===== config.mk =====
export PLATFORM = sky130hd
export DESIGN_NAME = fetch_buffer
export DESIGN_NICKNAME = d
export VERILOG_FILES = /design/src/rtl/fetch_buffer.sv
export SDC_FILE = /design/constraint.sdc
export NUM_CORES = 1
export LEC_CHECK = 0
export ABC_CLOCK_PERIOD_IN_PS = 2100
export CORE_MARGIN = 2
export CORE_UTILIZATION = 28
export CTS_CLUSTER_DIAMETER = 60
export CTS_CLUSTER_SIZE = 30
export DETAILED_ROUTE_END_ITERATION = 10
export PLACE_DENSITY_LB_ADDON = 0.05
export RECOVER_POWER = 25
export SYNTH_ARGS = -nofsm -noshare
export SYNTH_HDL_FRONTEND = slang
export SYNTH_SLANG_ARGS = --single-unit
export TNS_END_PERCENT = 1

===== constraint.sdc =====
create_clock -name clk -period 2.1 [get_ports clk]
set_input_delay 0.315 -clock clk [delete_from_list [all_inputs] [get_ports clk]]
set_output_delay 0.315 -clock clk [all_outputs]
set_load 0.03 [all_outputs]

===== src/rtl/fetch_buffer.sv =====
// fetch_buffer: PC holder, imem requester and in-order instruction FIFO.
// Optional FETCH_ILLEGAL_CHK_EN adds a per-entry illegal-encoding flag.
module fetch_buffer #(
  parameter logic [31:0] RESET_PC = 32'h0000_0000,
  parameter int          DEPTH    = 2
) (
  input  logic        clk,
  input  logic        rst_n,
  output logic        imem_req_valid,
  output logic [31:0] imem_req_addr,
  input  logic        imem_req_ready,
  input  logic        imem_rsp_valid,
  input  logic [31:0] imem_rsp_data,
  input  logic        redirect_valid,
  input  logic [31:0] redirect_pc,
  output logic        out_valid,
  input  logic        out_ready,
  output logic [31:0] out_instruction,
  output logic [31:0] out_pc,
  output logic [2:0]  out_imm_sel,
  output logic        out_illegal
);

  localparam int AW = $clog2(DEPTH);
  localparam int CW = AW + 1;
  typedef logic [AW-1:0] ptr_t;
  typedef logic [CW-1:0] cnt_t;
  localparam cnt_t DEPTH_C = cnt_t'(DEPTH);
  localparam cnt_t ONE     = cnt_t'(1);
  localparam ptr_t PONE    = ptr_t'(1);

  function automatic logic [2:0] imm_sel_f(input logic [31:0] w);
    logic [6:0] op;
    op = w[6:0];
    unique case (1'b1)
      (op inside {7'b0010011, 7'b0000011,
                  7'b1100111, 7'b1110011}): imm_sel_f = 3'b000;
      (op == 7'b0100011):                   imm_sel_f = 3'b001;
      (op == 7'b1100011):                   imm_sel_f = 3'b010;
      (op inside {7'b0110111, 7'b0010111}): imm_sel_f = 3'b011;
      (op == 7'b1101111):                   imm_sel_f = 3'b100;
      default:                              imm_sel_f = 3'b111;
    endcase
  endfunction

  logic [31:0] pc_q, pc_d;
  logic        en_q;
  cnt_t        outst_q, outst_d;
  cnt_t        drop_q, drop_d;
  cnt_t        cnt_q, cnt_d;
  ptr_t        wr_q, wr_d, rd_q, rd_d;
  ptr_t        twr_q, twr_d, trd_q, trd_d;
  logic [31:0] data_q [DEPTH];
  logic [31:0] fpc_q  [DEPTH];
  logic [2:0]  sel_q  [DEPTH];
  logic [31:0] tag_q  [DEPTH];

  logic req_fire, rsp_keep, push, pop;
  logic unused_pc_lsb;

  assign unused_pc_lsb = ^redirect_pc[1:0];

  assign imem_req_addr  = {pc_q[31:2], 2'b00};
  assign imem_req_valid = en_q && !redirect_valid &&
                          (cnt_t'(outst_q + cnt_q) < DEPTH_C);
  assign req_fire = imem_req_valid && imem_req_ready;
  assign rsp_keep = imem_rsp_valid && (drop_q == '0);
  assign push     = rsp_keep && !redirect_valid;
  assign out_valid = (cnt_q != '0);
  assign pop      = out_valid && out_ready && !redirect_valid;

  assign out_instruction = out_valid ? data_q[rd_q] : '0;
  assign out_pc          = out_valid ? fpc_q[rd_q] : '0;
  assign out_imm_sel     = out_valid ? sel_q[rd_q] : 3'b111;

`ifdef FETCH_ILLEGAL_CHK_EN
  function automatic logic illegal_f(input logic [31:0] w);
    logic [6:0] op;
    op = w[6:0];
    illegal_f = (w[1:0] != 2'b11) ||
                !(op inside {7'b0010011, 7'b0000011, 7'b1100111,
                             7'b1110011, 7'b0100011, 7'b1100011,
                             7'b0110111, 7'b0010111, 7'b1101111,
                             7'b0110011, 7'b0001111});
  endfunction

  logic ill_q [DEPTH];

  // Per-entry illegal flag, written alongside the instruction.
  always_ff @(posedge clk or negedge rst_n) begin
    if (!rst_n) begin
      for (int i = 0; i < DEPTH; i++) ill_q[i] <= 1'b0;
    end else if (push) begin
      ill_q[wr_q] <= illegal_f(imem_rsp_data);
    end
  end

  assign out_illegal = out_valid && ill_q[rd_q];
`else
  assign out_illegal = 1'b0;
`endif

  // Next-state for PC, counters and FIFO/tag pointers; redirect wins.
  always_comb begin
    pc_d    = pc_q;
    outst_d = outst_q;
    drop_d  = drop_q;
    cnt_d   = cnt_q;
    wr_d    = wr_q;
    rd_d    = rd_q;
    twr_d   = twr_q;
    trd_d   = trd_q;
    if (req_fire)       outst_d = outst_d + ONE;
    if (imem_rsp_valid) outst_d = outst_d - ONE;
    if (redirect_valid) begin
      pc_d   = {redirect_pc[31:2], 2'b00};
      drop_d = outst_d;
      cnt_d  = '0;
      wr_d   = '0;
      rd_d   = '0;
      twr_d  = '0;
      trd_d  = '0;
    end else begin
      if (req_fire) begin
        pc_d  = pc_q + 32'd4;
        twr_d = twr_q + PONE;
      end
      if (imem_rsp_valid && !rsp_keep) drop_d = drop_q - ONE;
      if (push) begin
        wr_d  = wr_q + PONE;
        trd_d = trd_q + PONE;
        cnt_d = cnt_d + ONE;
      end
      if (pop) begin
        rd_d  = rd_q + PONE;
        cnt_d = cnt_d - ONE;
      end
    end
  end

  // Control state registers.
  always_ff @(posedge clk or negedge rst_n) begin
    if (!rst_n) begin
      pc_q    <= RESET_PC;
      en_q    <= 1'b0;
      outst_q <= '0;
      drop_q  <= '0;
      cnt_q   <= '0;
      wr_q    <= '0;
      rd_q    <= '0;
      twr_q   <= '0;
      trd_q   <= '0;
    end else begin
      pc_q    <= pc_d;
      en_q    <= 1'b1;
      outst_q <= outst_d;
      drop_q  <= drop_d;
      cnt_q   <= cnt_d;
      wr_q    <= wr_d;
      rd_q    <= rd_d;
      twr_q   <= twr_d;
      trd_q   <= trd_d;
    end
  end

  // Tag queue of issued addresses and instruction FIFO storage.
  always_ff @(posedge clk or negedge rst_n) begin
    if (!rst_n) begin
      for (int i = 0; i < DEPTH; i++) begin
        data_q[i] <= '0;
        fpc_q[i]  <= '0;
        sel_q[i]  <= 3'b111;
        tag_q[i]  <= '0;
      end
    end else begin
      if (req_fire) tag_q[twr_q] <= imem_req_addr;
      if (push) begin
        data_q[wr_q] <= imem_rsp_data;
        fpc_q[wr_q]  <= tag_q[trd_q];
        sel_q[wr_q]  <= imm_sel_f(imem_rsp_data);
      end
    end
  end

endmodule


==> reports/qor.yml <==
synthesis:
  ys_ff_latch: 231
  syn-cell-area_sq_um: 10800
  yosys.cell_types.count: 61
  synth_edf_count: 0
  yosysSeqAreaShare_pct: 53.5
  synthCells: 967
  synthFlopType: "dfrtp_1"
  async_flop_share_pct: 100
  syn_avg_cell_area_sq_um: 11.2
  yosysWarnings: 0
placed_design:
  place_congestion: 0.802
  dpl.cell_count: 1675
  port_buffers: 164
  dpl.hpwl_mm: 21.4
floorplan:
  fp.dieW_um: 201
  placementRows: 72
  core_area_sq_um: 38400
  die_h_um: 201
  ioPinCount: 172
  start_util_pct: 28.2
  dieArea_sq_um: 40300
min_path:
  hp-class: "in -> reg"
  hp-start: "redirect_pc[6]"
final_layout:
  finalNonFillerCells: 1745
  multi_input_area_sq_um: 4920
  fillers: 3836
  final_cell_mix: "dfrtp_1, mux2_2, buf_4"
  num_antenna_cells: 0
  seq_area_sq_um: 5800
  syn_to_final_growth_pct: 39.6
  final_common_cell: "dfrtp_1"
  drive_above_1_share_pct: 34.1
  nets: 1280
global_routing:
  grt_max_degree: 56
  grt_pass1_wl_mm: 49.1
  grtUsageTotal_pct: 15.4
  overflow: 0
  antenna_found_initial: 0
  grt_pass1_vias: 8317
clocking:
  clockRootBuffer: "clkbuf_16"
  cts_buffers: 26
  htree_levels: 1
  tritoncts: "done"
  path_clk_slew_ps: 70
  cts_buffer_depth: 3
  insertion_delay_ps: 550
  clock-sinks: 231
timing:
  clock_skew_ps: 21.1
  final-setup-viol-count: 56
  setup_tns_ps: -2850
  rsz0062_at_grt: "yes"
  slew_violations: 0
  worstMarginPinSlew_ps: 1340
  fin_crit_ps: 2180
  layout_setup_ws_ps: -76.4
  finalCritPeriodShare_pct: 104
  fmax_mhz: 459
  finalHoldViolCount: 0
  holdWs_ps: 327
  slew_headroom_pct: 10.6
flow_run:
  cap_violations: 0
setup_path:
  arrival_ps: 1860
  required_ps: 1780
  r2r-start: "cnt_q[1]$_DFF_PN0_"
  cp-start-kind: "flip-flop"
  crit_type: "reg -> out"
  cp-startpoint: "cnt_q[1]$_DFF_PN0_"
  endpoint_kind: "output port"
  worstPathMaxFanout: 9
power_and_ir_drop:
  p_per_area_nw_per_um2: 1470
  vdd_drop_max_mv: 0.622
  p_leak_nw: 6.59
detailed_routing:
  drc: 0
  avgViaCountPerCell: 4.59
  dr.pass1.iters: 4
  antenna_left: 0
  wire_per_inst_um: 17.6
  drtIter0Drc: 197
  finalWirelength_mm: 30.7
  num_vias: 8006
run_status:
  status: "complete, but fails checks"
  violations: "setup timing"
metrics by stage:
step                      power (mW)  cell area (sq um)  utilization, %  worst slack, ps
final                           22.3              15100            39.4            -76.4
after global placement          16.2              13700            35.8             28.7
after floorplan                 12.6              10800               -            -52.8
after detailed placement        16.3              13700            35.8             29.6
after global routing            23.7              15100            39.4             -172
after CTS                       22.1              14900            38.9             -128
layer usage:
layer / up-vias / GRT usage, % / wire, um
li1: 3875 / - / -
met1: 3947 / 22.6 / 15500
met2: 148 / 23.6 / 13600
met3: 36 / 2.40 / 1130
met4: 0 / 3.68 / 523
met5: - / 0 / 0
registers in the layout, indices dropped and copies added (netlist names), 2 cells and up:
| register | flops |
|---|---|
| drop_q | 2 |
| cnt_q | 2 |
| data_q | 64 |
| tag_q | 60 |
| pc_q | 30 |
| sel_q | 6 |
| fpc_q | 60 |
| outst_q | 2 |
critical path, cell delays in order, from the launching register on:
cell	delay, ps
dfrtp_2	460
inv_2	100
ha_4	230
bufbuf_16	310
nor2_1	50
buf_2	180
logic make-up (layout without fill, tap and decap cells):
logic type	Yosys count	in the layout	synth area share, %
AO/OA/AOI/OAI	120	120	6.60
flip-flops	231	231	53.5
other	2	6	0.0694
multiplexers	222	222	22.1
buffers and inverters	78	334	3.15
adder cells (fa/ha/maj)	3	3	0.347
AND/OR/NAND/NOR	286	286	12.1
XOR/XNOR	25	25	2.23
repair_timing:
action,4_1_cts,5_1_grt
pin swaps,5,3
endpoints found under the setup margin,79,78
hold buffers,2,0
hold endpoints to repair,44,0
setup buffers,12,3
gates cloned,4,1
resized for setup,256,64
worst paths after layout:
check                      slack, ps                    end  depth (start not counted)
min                              330    pc_q[6]$_DFFE_PN0P_                          3
max reg2reg                       80   pc_q[19]$_DFFE_PN0P_                          8
min reg2reg                      480   fpc_q[2]$_DFFE_PN0P_                          2
max in group asynchronous        260    pc_q[3]$_DFFE_PN0P_                          3
min in group asynchronous        630  data_q[4]$_DFFE_PN0P_                          2
max                              -80    out_instruction[16]                          5
area by class of cell:
class	instances	share of cell area [%]
flip-flops and latches	231	38.4
multi-input cells	662	32.6
repair buffers	276	18.8
clock buffers	30	4.60
well taps	518	4.29
clock inverters	18	1.11
inverters	10	0.248
power breakdown:
group | switching [mW] | leakage [nW] | internal (mW) | total (mW)
combinational | 5.43 | 3.25 | 5.09 | 10.5
clock | 2.11 | 0.424 | 2.48 | 4.59
sequential | 0.936 | 2.91 | 6.20 | 7.14
Yosys cell counts, types with 2 or more instances:
| cell | instances | area share (%) |
|---|---|---|
| or4_1 | 4 | 0.28 |
| nor3_1 | 8 | 0.37 |
| mux2_2 | 123 | 13 |
| nand3_1 | 19 | 0.88 |
| dfrtp_1 | 225 | 52 |
| or3_1 | 7 | 0.40 |
| inv_1 | 10 | 0.35 |
| and3_1 | 4 | 0.23 |
| buf_4 | 8 | 0.55 |
| nor2b_1 | 5 | 0.29 |
| mux2_1 | 2 | 0.21 |
| nor4_1 | 4 | 0.23 |
| nand2_2 | 2 | 0.12 |
| xnor2_1 | 13 | 1.1 |
| conb_1 | 2 | 0.069 |
| o21ai_1 | 2 | 0.092 |
| and4_1 | 4 | 0.32 |
| xor2_2 | 2 | 0.30 |
| dfstp_2 | 6 | 1.5 |
| clkbuf_1 | 43 | 1.5 |
| nand4_1 | 9 | 0.52 |
| mux2i_1 | 96 | 8.9 |
| nor4_2 | 2 | 0.23 |
| o21ai_0 | 43 | 2.0 |
| nand2_1 | 89 | 3.1 |
| buf_2 | 9 | 0.42 |
| and2_1 | 3 | 0.17 |
| o311ai_0 | 8 | 0.65 |
| xor2_1 | 9 | 0.73 |
| a31oi_1 | 4 | 0.23 |
| a221o_1 | 2 | 0.18 |
| a21oi_1 | 38 | 1.8 |
| buf_1 | 7 | 0.24 |
| ha_1 | 3 | 0.35 |
| nor2_1 | 117 | 4.1 |
| o211ai_1 | 10 | 0.69 |
Power figures use the tool's default switching activity.
